File: config.mk
export PLATFORM = sky130hd
export DESIGN_NAME = dmem_arbiter
export DESIGN_NICKNAME = d
export VERILOG_FILES = /design/src/rtl/dmem_arb_pkg.sv /design/src/rtl/dmem_arbiter_rr.sv /design/src/rtl/dmem_arbiter.sv
export SDC_FILE = /design/constraint.sdc
export NUM_CORES = 1
export LEC_CHECK = 0
export CORE_AREA = 2 2 228 230
export CTS_BUF_LIST = sky130_fd_sc_hd__clkbuf_4
export DETAILED_ROUTE_END_ITERATION = 16
export DIE_AREA = 0 0 230 232
export PLACE_DENSITY_LB_ADDON = 0.12
export SLEW_MARGIN = 20
export SYNTH_ARGS = -nofsm -noshare
export SYNTH_HDL_FRONTEND = slang
export SYNTH_HIERARCHICAL = 1
export SYNTH_SLANG_ARGS = --single-unit
File: constraint.sdc
create_clock -name clk -period 2.1 [get_ports clk]
set_input_delay 0.315 -clock clk [delete_from_list [all_inputs] [get_ports clk]]
set_output_delay 0.315 -clock clk [all_outputs]
set_load 0.005 [all_outputs]
File: src/rtl/dmem_arb_pkg.sv
// dmem_arbiter shared types, sizes and the address range check.
// Optional feature macro: DMEM_ARB_RR_EN (round-robin tie-break).
package dmem_arb_pkg;

  localparam int NUM_PORTS      = 2;
  localparam int DEPTH_DEF      = 256;
  localparam int WORD_BYTES_DEF = 8;

  typedef enum logic [1:0] {
    ST_IDLE,
    ST_ACCESS,
    ST_RESP
  } state_e;

  // A word access must fit entirely inside the array.
  function automatic logic adr_oob(
    input logic [63:0] adr,
    input int unsigned depth,
    input int unsigned wb
  );
    logic [63:0] last;
    last = 64'(depth - wb);
    return adr > last;
  endfunction

endpackage

File: src/rtl/dmem_arbiter_rr.sv
// rr_arbiter2: two-way grant with a last-grant pointer.
// DMEM_ARB_RR_EN selects round-robin; otherwise port 0 wins ties.
module rr_arbiter2
  import dmem_arb_pkg::*;
(
  input  logic       clk,
  input  logic       rst_n,
  input  logic [1:0] req,
  input  logic       upd,
  input  logic       upd_id,
  output logic       gnt_vld,
  output logic       gnt_id
);

`ifdef DMEM_ARB_RR_EN
  logic last_q;
  logic last_d;

  // Pointer follows the port that completed.
  always_comb begin
    last_d = last_q;
    if (upd) last_d = upd_id;
  end

  // Pointer starts at 1 so port 0 takes the first tie.
  always_ff @(posedge clk or negedge rst_n) begin
    if (!rst_n) last_q <= 1'b1;
    else        last_q <= last_d;
  end

  // On a tie the port not granted last wins.
  always_comb begin
    gnt_vld = |req;
    gnt_id  = 1'b0;
    unique case (1'b1)
      (req == 2'b11): gnt_id = ~last_q;
      req[1]:         gnt_id = 1'b1;
      default:        gnt_id = 1'b0;
    endcase
  end
`else
  logic unused_ok;
  assign unused_ok = ^{clk, rst_n, upd, upd_id};

  // Port 0 always has priority.
  always_comb begin
    gnt_vld = |req;
    gnt_id  = req[1] & ~req[0];
  end
`endif

endmodule

File: src/rtl/dmem_arbiter.sv
// dmem_arbiter: sequences one 64-bit access at a time for two ports.
// Optional feature macro: DMEM_ARB_RR_EN (round-robin tie-break).
module dmem_arbiter
  import dmem_arb_pkg::*;
#(
  parameter int DEPTH      = DEPTH_DEF,
  parameter int WORD_BYTES = WORD_BYTES_DEF
) (
  input  logic        clk,
  input  logic        rst_n,
  input  logic        p0_req,
  input  logic        p1_req,
  input  logic        p0_we,
  input  logic        p1_we,
  input  logic [63:0] p0_adr,
  input  logic [63:0] p1_adr,
  input  logic [63:0] p0_wdata,
  input  logic [63:0] p1_wdata,
  output logic        p0_ack,
  output logic        p1_ack,
  output logic        p0_err,
  output logic        p1_err,
  output logic [63:0] p0_rdata,
  output logic [63:0] p1_rdata,
  output logic [63:0] mem_adr,
  output logic [63:0] mem_datain,
  output logic        mem_w,
  output logic        mem_r,
  input  logic [63:0] mem_dataout
);

  state_e      state_q, state_d;
  logic        id_q, id_d;
  logic        we_q, we_d;
  logic        err_q, err_d;
  logic [63:0] adr_q, adr_d;
  logic [63:0] wdata_q, wdata_d;
  logic        mem_w_q, mem_w_d;
  logic        mem_r_q, mem_r_d;
  logic [1:0]  ack_q, ack_d;
  logic [1:0]  perr_q, perr_d;
  logic [63:0] rd0_q, rd0_d;
  logic [63:0] rd1_q, rd1_d;

  logic        gnt_vld;
  logic        gnt_id;
  logic        upd;
  logic        sel_we;
  logic [63:0] sel_adr;
  logic [63:0] sel_wdata;
  logic        sel_err;
  logic [63:0] rd;

  rr_arbiter2 u_arb (
    .clk     (clk),
    .rst_n   (rst_n),
    .req     ({p1_req, p0_req}),
    .upd     (upd),
    .upd_id  (id_q),
    .gnt_vld (gnt_vld),
    .gnt_id  (gnt_id)
  );

  // Winner's request fields and its range check.
  always_comb begin
    sel_we    = gnt_id ? p1_we    : p0_we;
    sel_adr   = gnt_id ? p1_adr   : p0_adr;
    sel_wdata = gnt_id ? p1_wdata : p0_wdata;
    sel_err   = adr_oob(sel_adr, DEPTH, WORD_BYTES);
    rd        = mem_r_q ? mem_dataout : 64'd0;
  end

  // Next-state and next-output logic for the access sequence.
  always_comb begin
    state_d = state_q;
    id_d    = id_q;
    we_d    = we_q;
    err_d   = err_q;
    adr_d   = adr_q;
    wdata_d = wdata_q;
    mem_w_d = 1'b0;
    mem_r_d = 1'b0;
    ack_d   = 2'b00;
    perr_d  = 2'b00;
    rd0_d   = 64'd0;
    rd1_d   = 64'd0;
    upd     = 1'b0;
    unique case (state_q)
      ST_IDLE: begin
        if (gnt_vld) begin
          id_d    = gnt_id;
          we_d    = sel_we;
          adr_d   = sel_adr;
          wdata_d = sel_wdata;
          err_d   = sel_err;
          mem_w_d = sel_we & ~sel_err;
          mem_r_d = ~sel_we & ~sel_err;
          state_d = ST_ACCESS;
        end
      end
      ST_ACCESS: begin
        ack_d[id_q]  = 1'b1;
        perr_d[id_q] = err_q;
        if (id_q) rd1_d = rd;
        else      rd0_d = rd;
        state_d = ST_RESP;
      end
      ST_RESP: begin
        upd     = 1'b1;
        state_d = ST_IDLE;
      end
      default: state_d = ST_IDLE;
    endcase
  end

  // State and registered outputs; reset clears strobes at once.
  always_ff @(posedge clk or negedge rst_n) begin
    if (!rst_n) begin
      state_q <= ST_IDLE;
      id_q    <= 1'b0;
      we_q    <= 1'b0;
      err_q   <= 1'b0;
      adr_q   <= 64'd0;
      wdata_q <= 64'd0;
      mem_w_q <= 1'b0;
      mem_r_q <= 1'b0;
      ack_q   <= 2'b00;
      perr_q  <= 2'b00;
      rd0_q   <= 64'd0;
      rd1_q   <= 64'd0;
    end else begin
      state_q <= state_d;
      id_q    <= id_d;
      we_q    <= we_d;
      err_q   <= err_d;
      adr_q   <= adr_d;
      wdata_q <= wdata_d;
      mem_w_q <= mem_w_d;
      mem_r_q <= mem_r_d;
      ack_q   <= ack_d;
      perr_q  <= perr_d;
      rd0_q   <= rd0_d;
      rd1_q   <= rd1_d;
    end
  end

  assign mem_adr    = adr_q;
  assign mem_datain = wdata_q;
  assign mem_w      = mem_w_q;
  assign mem_r      = mem_r_q;
  assign p0_ack     = ack_q[0];
  assign p1_ack     = ack_q[1];
  assign p0_err     = perr_q[0];
  assign p1_err     = perr_q[1];
  assign p0_rdata   = rd0_q;
  assign p1_rdata   = rd1_q;

endmodule

==> run_results.csv <==
group,metric,value,unit
status,status,"finished, final reports clean",
floorplanning,coreArea,50890,um^2
power_and_ir_drop,peakVddDrop,0.4792,mV
logic_synthesis,yosysWarnings,6,
clock_tree,postCtsSetupBuffers,0,
clock_tree,clk_path_buf_depth,3,
floorplanning,ios,588,
clock_tree,clkTransAtPathRegs,0.06,ns
clock_tree,clock_latency,0.77,ns
sta,relSlewSlack,0.6009,
run,max-cap-violations,0,
placed_design,place_congestion,0.8074,
critical_path,crit_required,1.78,ns
sta,finalCriticalPeriod,1.960,ns
route,via_count,9787,
grt,grt_overflow,0,
critical_path,cp.buffers_inverters,1,
clock_tree,cts_tree,"yes",
sta,worstMarginPinSlew,0.5986,ns
critical_path,crit_type,"reg2out",
critical_path,cp-end-kind,"output pin",
floorplanning,rows,83,
cells_and_area,fillers,5213,
power_and_ir_drop,p_leak,8.161,nW
cells_and_area,mostFrequentLayoutCell,"clkdlybuf4s50_1",
critical_path,crit_slowest_cell,"clkdlybuf4s50_1",
cells_and_area,drive_above_1_share,0.1132,
critical_path,max_stage_delay,0.51,ns
floorplanning,chipHeight,232,um
critical_path,cp_max_fo,2,
grt,grt_max_degree,66,
logic_synthesis,synth_cells,985,
logic_synthesis,synth_nets,1311,
cells_and_area,final_core_util,0.3711,
cells_and_area,final_nets,2009,
floorplanning,die_w,230,um
route,drt-initial-drc-count,214,
placed_design,place_area,17690,um^2
critical_path,crit_family,"buffers and inverters",
clock_tree,cts-buffers-inserted,83,
critical_path,worst_setup_path_start_kind,"flip-flop",
sta,rsz0062_at_grt,"no",
floorplanning,start_util,0.2069,
route,drtPass1Iterations,4,
placed_design,dp_hpwl,33590,um
sta,fin_crit_sh,0.9335,
floorplanning,die-area,53360,um^2
critical_path,cp.arrival,1.65,ns
route,drc_errors,0,
cells_and_area,stdcell_count,2414,
logic_synthesis,synth_area,10530,um^2
sta,fin_hold_ws,0.1127,ns
route,avgRoutedWirePerCell,18.19,um
cells_and_area,final_cell_mix,"526 x clkdlybuf4s50_1, 265 x dfrtp_1, 196 x nand2_1, 138 x nor2_1",
placed_design,dp_cells,2251,
clock_tree,htreeDepth,3,
sta,hold_viol_final,0,
route,viasPerCell,4.054,
clock_tree,cts.sinks,266,
sta,max_freq,510.1,MHz
route,drt_wl_total,43910,um
grt,grt_pass1_vias,10530,
placed_design,io_buffers,587,
clock_tree,cts_root_buffer,"clkbuf_4",
logic_synthesis,postSynthAreaPerCell,10.69,um^2
worst_hold_path,hp-class,"in2async",
cells_and_area,syn_to_final_growth,79.39,%
grt,grt_pass1_wl,64670,um
sta,fin_setup_tns,0,ns
sta,finalMaxSlewViolations,0,
route,ant_nets,0,
cells_and_area,final_area,18880,um^2
grt,antenna_found_initial,2,
sta,finalSetupViolCount,0,
sta,finalClockSkew,0.06010,ns
grt,grt_usage,0.1615,
critical_path,crit_chain,"clkdlybuf4s50_1",
power_and_ir_drop,power.density,992.1,nW/um^2
state kept, by name, summed over array words and instances, names as in the netlist:
register and cells:
state_q 2, p0_rdata 64, err_q 1, mem_w 1
mem_datain 64, mem_adr 64, id_q 1, p1_rdata 64
ack_q 2, mem_r 1, perr_q 2
final cells by class:
type	instances	area, um^2	area share
clock inverters	22	127.6	0.006759
flip-flops and latches	266	6658	0.3526
inverters	4	15.01	0.0007951
well taps	680	850.8	0.04506
repair buffers	678	6804	0.3603
diodes	2	5.005	0.0002650
clock buffers	112	840.8	0.04453
multi-input cells	650	3582	0.1897
path summary, 6_finish.rpt:
check	start	endpoint	slack, ns	depth (start not counted)
min in group clk	mem_dataout[46]	p0_rdata[46]	0.13	3
max in group asynchronous	rst_n	mem_datain[36]	1.24	3
worst min-delay path	rst_n	p1_rdata[19]	0.11	2
worst min register to register	mem_adr[39]	mem_adr[39]	0.47	2
worst max register to register	state_q[1]	p0_rdata[16]	0.53	4
worst max-delay path	mem_adr[20]	mem_adr[20]	0.14	1
metrics by stage:
stage	worst slack [ns]	total power [mW]
global route	0.01071	20.20
detailed placement	-0.3329	14.43
global placement	-0.3024	14.45
floorplan	0.2932	9.534
finish	0.1397	18.73
CTS	0.0001090	19.27
where the power goes:
part / leakage, nW / total (mW) / internal [mW] / switching, mW
sequential: 3.49 / 7.09 / 6.41 / 0.679
clock: 0.568 / 4.89 / 2.57 / 2.33
combinational: 4.11 / 6.75 / 3.55 / 3.20
total: 8.16 / 18.7 / 12.5 / 6.20
layer usage:
layer  routed length [um]  vias to the layer above  GRT usage
met2                22330                      434     0.2879
li1                     -                     4720          -
met3                 4650                       58    0.07281
met4                  899                        0    0.05887
met1                16020                     4575     0.1664
met5                    0                        -          0
timing repair:
item | in CTS | in global routing
hold endpoints to repair | 310 | 0
gates resized for setup | 54 | 6
endpoints found under the setup margin | 54 | 6
hold buffers | 27 | 0
cloned | 0 | 0
Note: power is estimated with default switching activity, not from simulation.
